**config.mk**
```make
export PLATFORM = sky130hd
export DESIGN_NAME = beat_timing_gen
export DESIGN_NICKNAME = d
export VERILOG_FILES = /design/src/rtl/beat_timing_gen.sv
export SDC_FILE = /design/constraint.sdc
export NUM_CORES = 1
export LEC_CHECK = 0
export CAP_MARGIN = 20
export CORE_AREA = 2 2 39 41
export DETAILED_ROUTE_END_ITERATION = 8
export DIE_AREA = 0 0 41 43
export PLACE_DENSITY = 0.66
export SYNTH_ARGS = -nofsm -noshare
export SYNTH_HDL_FRONTEND = slang
export SYNTH_SLANG_ARGS = --single-unit
```
**constraint.sdc**
```tcl
create_clock -name CLK -period 1.59 [get_ports CLK]
set_clock_uncertainty 0.1 [all_clocks]
set_input_delay 0.318 -clock CLK [delete_from_list [all_inputs] [get_ports CLK]]
set_output_delay 0.318 -clock CLK [all_outputs]
set_load 0.005 [all_outputs]
```
**src/rtl/beat_timing_gen.sv**
```systemverilog
// Beat/phase timing generator: one-hot phases T1..T3 and beats W[3:1] for the hardwired CPU.
// Optional single-step halt via DP is enabled by defining SINGLE_STEP_EN.
module beat_timing_gen #(
  parameter int SYNC_STAGES = 2
) (
  input  logic       CLK,
  input  logic       CLR,
  input  logic       QD,
  input  logic       DP,
  input  logic       SHORT,
  input  logic       LONG,
  input  logic       STOP,
  output logic       T1,
  output logic       T2,
  output logic       T3,
  output logic [2:0] W,
  output logic       RUN
);

  typedef enum logic [1:0] {
    PH_IDLE = 2'd0,
    PH_T1   = 2'd1,
    PH_T2   = 2'd2,
    PH_T3   = 2'd3
  } phase_e;

  phase_e ph_q, ph_d;

  logic [SYNC_STAGES-1:0] sync_q;
  logic                   edge_q;
  logic                   qd_rise;

  logic [2:0] w_q, w_d, w_next;
  logic       t1_q, t2_q, t3_q, run_q;
  logic       halt;
  logic       step_halt;

`ifdef SINGLE_STEP_EN
  assign step_halt = DP;
`else
  logic unused_dp;
  assign unused_dp = DP;
  assign step_halt = 1'b0;
`endif

  // QD synchroniser followed by a rising-edge detector
  always_ff @(posedge CLK or negedge CLR) begin
    if (!CLR) begin
      sync_q <= '0;
      edge_q <= 1'b0;
    end else begin
      sync_q <= {sync_q[SYNC_STAGES-2:0], QD};
      edge_q <= sync_q[SYNC_STAGES-1];
    end
  end

  assign qd_rise = sync_q[SYNC_STAGES-1] & ~edge_q;
  assign halt    = STOP | step_halt;

  always_comb begin
    w_next = 3'b001;
    unique case (w_q)
      3'b001:  w_next = SHORT ? 3'b001 : 3'b010;
      3'b010:  w_next = LONG  ? 3'b100 : 3'b001;
      3'b100:  w_next = 3'b001;
      default: w_next = 3'b001;
    endcase
  end

  always_comb begin
    ph_d = ph_q;
    w_d  = w_q;
    unique case (ph_q)
      PH_IDLE: if (qd_rise) ph_d = PH_T1;
      PH_T1:   ph_d = PH_T2;
      PH_T2:   ph_d = PH_T3;
      PH_T3: begin
        // W advances even when this beat halts, so the next start runs the new beat
        w_d  = w_next;
        ph_d = halt ? PH_IDLE : PH_T1;
      end
      default: ph_d = PH_IDLE;
    endcase
  end

  always_ff @(posedge CLK or negedge CLR) begin
    if (!CLR) begin
      ph_q  <= PH_IDLE;
      w_q   <= 3'b001;
      t1_q  <= 1'b0;
      t2_q  <= 1'b0;
      t3_q  <= 1'b0;
      run_q <= 1'b0;
    end else begin
      ph_q  <= ph_d;
      w_q   <= w_d;
      t1_q  <= (ph_d == PH_T1);
      t2_q  <= (ph_d == PH_T2);
      t3_q  <= (ph_d == PH_T3);
      run_q <= (ph_d != PH_IDLE);
    end
  end

  assign T1  = t1_q;
  assign T2  = t2_q;
  assign T3  = t3_q;
  assign W   = w_q;
  assign RUN = run_q;

endmodule

```
After elaboration in Yosys (flattened, before gate mapping)
Cells that the tools add are included.
{"block": "totals", "ff_bits": 12, "in_bits": 7, "out_inout_bits": 7}
{"block": "op_classes", "eq_ne": 8, "muxes": 6, "bitwise_logic": 2, "n_reduce_logical": 2}
{"cell": "equality test 2 bit, second input constant", "n": 4}
{"cell": "one-hot mux 2 bit (4 select lines)", "n": 1}
{"cell": "one-hot mux 3 bit (2 select lines)", "n": 1}
{"cell": "equality test 2 x 1 -> 1 bit, second input constant", "n": 2}
{"cell": "2-to-1 mux 2 bit", "n": 2}
{"cell": "equality test 3 x 1 -> 1 bit, second input constant", "n": 1}
{"cell": "equality test 3 x 2 -> 1 bit, second input constant", "n": 1}
{"cell": "2-to-1 mux 3 bit", "n": 1}
{"cell": "zero test 2 bit", "n": 1}
{"cell": "nonzero test 2 bit", "n": 1}
{"cell": "AND 1 bit", "n": 1}
{"cell": "2-to-1 mux 1 bit", "n": 1}
{"cell": "inverter 1 bit", "n": 1}

Longest topological paths before layout
{"block": "depth", "ltp_word": 5, "mapped_depth": 4, "depth_no_buf": 4}

Least setup slack after synthesis
Ideal clock, no wire load.
{"block": "synth_path", "path_type": "register to register", "startpoint": "reg ph_q[0]", "endpoint": "reg run_q (netlist: RUN)", "setup_time_ns": 0.131, "arrival_ns": 1.038, "required_ns": 1.359, "setup_slack_ns": 0.321, "path_stages_with_launch": 5, "path_buffers": 0, "synth_period_minus_slack_ns": 1.269, "cell_sequence": "dfrtp_1 -> ha_1 -> and3b_1 -> a21oi_2 -> nand3b_1"}
{"block": "synth_between", "elab_chain_len": 3, "word_cells_on_any_way": 7}
{"element": "start, declared", "line_no": "27", "text": "phase_e ph_q, ph_d;"}
{"element": "start signal, assigned", "line_no": "95", "text": "ph_q <= ph_d;"}
{"element": "equality test 2 bit, or another cell as far along", "line_no": "73", "text": "unique case (ph_q)"}
{"element": "one-hot mux 2 bit (4 select lines) (*)", "line_no": "73"}
{"element": "nonzero test 2 bit (*)", "line_no": "100", "text": "run_q <= (ph_d != PH_IDLE);"}
{"element": "end signal, assigned", "line_no": "100"}
{"element": "end, declared", "line_no": "34", "text": "logic t1_q, t2_q, t3_q, run_q;"}
Every way passes the cells marked *; elsewhere a longest branch is shown, timed or not.
A chain may end at the register's enable or synchronous reset.

Final worst setup path
{"block": "layout_path", "startpoint": "reg run_q (netlist: RUN)", "endpoint": "out RUN"}
{"element": "end, declared", "line_no": "17", "text": "output logic RUN"}
No word-level cell between the ends.

==> metrics.md <==
| Metric | Value |
|---|---|
| Post-CTS Hold Buffers | 0 |
| R2R Path End | RUN |
| Htree depth | 1 |
| Initial antenna violation count | 0 |
| Vias in the first global route | 329 |
| Fin Setup TNS | 0 ns |
| Global route overflow | 0 |
| Worst setup path end | RUN |
| CP Capture Type | output pin |
| Antenna Diode Count | 0 |
| Crit-path leading delay family | buffers and inverters |
| Slowest-stage cell, CP | clkdlybuf4s50_1 |
| Met3 WL | 68 um |
| Fin. Hold Viols | 0 |
| Critical path origin | RUN |
| Warnings from Yosys | 0 |
| Clock root buffer | clkbuf_4 |
| Largest net degree at the start of global routing | 13 |
| Crit path DAT | 1.10 ns |
| Initial DRC count | 2 |
| Initial Util | 33.4% |
| DRC errors left | 0 |
| Final GP Congestion | 0.685 |
| Fraction of layout cells with a size suffix above 1 | 22.2% |
| Slew headroom | 82.0% |
| Die height | 43 um |
| Total core area | 1380 um^2 |
| Slew of the pin with the lowest slew margin | 0.268 ns |
| Commonest cells post-synth | 11 x dfrtp_1, 4 x ha_1, 3 x inv_1 |
| Most common cell in the netlist | dfrtp_1 |
| # clock sinks | 12 |
| Fill cell count | 139 |
| Average size of a mapped cell | 13.6 um^2 |
| Post-synthesis cell area | 462 um^2 |
| CTS max path bufs | 2 |
| Hold Path Class | input port to asynchronous set/reset pin |
| M1 WL | 323 um |
| Multi-input logic area | 149 um^2 |
| Power per Cell Area | 1710 nW/um^2 |
| Antenna-violating nets left | 0 |
| Number of synthesized flops with an enable pin | 0 |
| Clk_lat worst skew | 0.27 ns |
| Synth Register Bits | 12 |
| CP required | 1.17 ns |
| All-Layer GR Usage | 11.2% |
| DIE AREA | 1760 um^2 |
| Status | complete, no violations |
| Synth top area share | 59.6% |
| Post-Route WL | 736 um |
| # setup viols final | 0 |
| Ys async rst share | 100% |
| CTS clock-pin slew for the worst setup and hold paths | 0.08 ns |
| Yosys top cell by area | dfrtp_1 |
| Global-route wire length before repair | 1260 um |
| Buf/Inv on CP | 1 |
| Worst reg-to-reg path cell count | 4 |
| Prevailing post-synth register cell | dfrtp_1 |
| Met2 routed WL | 336 um |
| R2R setup slack | 0.24 ns |
| Register area | 302 um^2 |
| Critical-path cell list | clkdlybuf4s50_1 |
| Avg WL per Cell | 10.5 um |
| Sequential area share after synthesis | 65.3% |
| Post-DP HPWL | 500 um |
| Synth area leaders | dfrtp_1 60%, ha_1 11%, dfstp_2 5.7%, a21oi_2 3.8%, inv_1 2.4% |
| Fmax | 0.657 GHz |
| Tmin final | 1.52 ns |
| Cell count after synthesis | 34 |
| Kind of critical path | flop to output pin |
| CP startpoint kind | flop |
| Die X | 41 um |
| CTS Buf Count | 3 |
| Crit Path Max Fanout | 1 |
| Max Slew Vio Count | 0 |
| Leakage | 0.347 nW |
| Crit path largest cell delay | 0.49 ns |
| Via density | 4.47 |
| Synth unique cells | 15 |
| Final nets | 66 |
| RSZ-0062 raised after global routing | no |
| CTS tree | yes |
| Port Buf Inserts | 12 |
| Final core area utilization | 48.6% |
| Via count | 313 |
| Post-route clock period utilization | 95.8% |
| Max Cap Viol | 0 |
| Top sig layer | met4 |
| Area grow syn2layout | 45.5% |
| IO Count | 14 |
| First-pass DRT Iterations | 3 |
| Post-synth net total | 45 |
| RR Startpoint | ph_q[0] |
| Crit path depth | 1 |
| Worst VDD drop | 827 uV |
| Site Rows | 14 |
[state kept, by name (all words and copies together), names as in the netlist]
name    count
T3          1
T1          1
sync_q      2
T2          1
edge_q      1
RUN         1
W           3
ph_q        2
[area by class of cell]
class	instances	area share, %
sequential	12	44.9
timing repair buffer	16	22.9
multi-input combinational	19	22.2
clock buffer	4	5.40
tap	16	2.98
inverter	3	1.68
[per-stage QoR]
stage | total power, mW | instances | hold slack [ns] | instance area [um^2] | setup WS [ns]
finish | 1.15 | 70 | 0.247 | 672 | 0.0674
global route | 1.25 | 70 | 0.261 | 672 | 0.0174
CTS | 1.17 | 70 | 0.250 | 667 | 0.0438
detailed placement | 0.899 | 63 | 0.239 | 609 | 0.127
global placement | 0.890 | 63 | 0.237 | 609 | 0.123
floorplan | 0.698 | 34 | -0.0776 | 462 | 0.321
[timing repair]
action	CTS	global route
endpoints found under the setup margin	3	2
gates cloned	0	0
resized for setup	1	2
buffers inserted	3	0
hold endpoints to repair	0	0
[how the worst min path moves through the flow]
stage,cells past startpoint,slack (ns),to,startpoint
finish,2,0.25,W[1],CLR
global route,2,0.26,W[1],CLR
CTS,2,0.25,T2,CLR
detailed placement,0,0.24,sync_q[1],sync_q[0]
global placement,0,0.24,sync_q[1],sync_q[0]
floorplan,0,-0.08,RUN,CLR
[layer usage]
layer	vias up	track usage [%]
met3	2	3.14
met1	145	12.3
met4	0	10.0
met5	-	0
li1	154	-
met2	12	16.6
[layout by cell type, fill, tap and decap left out]
cell type / count
dlymetal6s2s_1: 2
buf_4: 4
a21oi_2: 2
nor2b_1: 1
dlygate4sd2_1: 1
and3b_1: 1
o22ai_1: 1
clkbuf_8: 1
clkbuf_4: 3
clkdlybuf4s50_1: 9
inv_1: 3
nand4bb_1: 1
mux2_2: 1
ha_1: 4
nor3_1: 2
dfstp_2: 1
o21ai_1: 1
nand2_1: 2
nor2_1: 2
dfrtp_1: 11
nand3b_1: 1
[where the power goes]
part           total, mW  internal, mW  switching [mW]  leakage (nW)
Sequential         0.471         0.417          0.0549         0.145
Clock              0.242         0.139           0.103        0.0210
Combinational      0.436         0.252           0.185         0.181
[cells by family after synthesis]
logic type | synth area share, %
compound gates | 6.23
flops | 65.3
simple gates | 12.7
mux | 2.44
fa+ha+maj | 10.8
buf+inv | 2.44
Power figures use the tool's default switching activity.
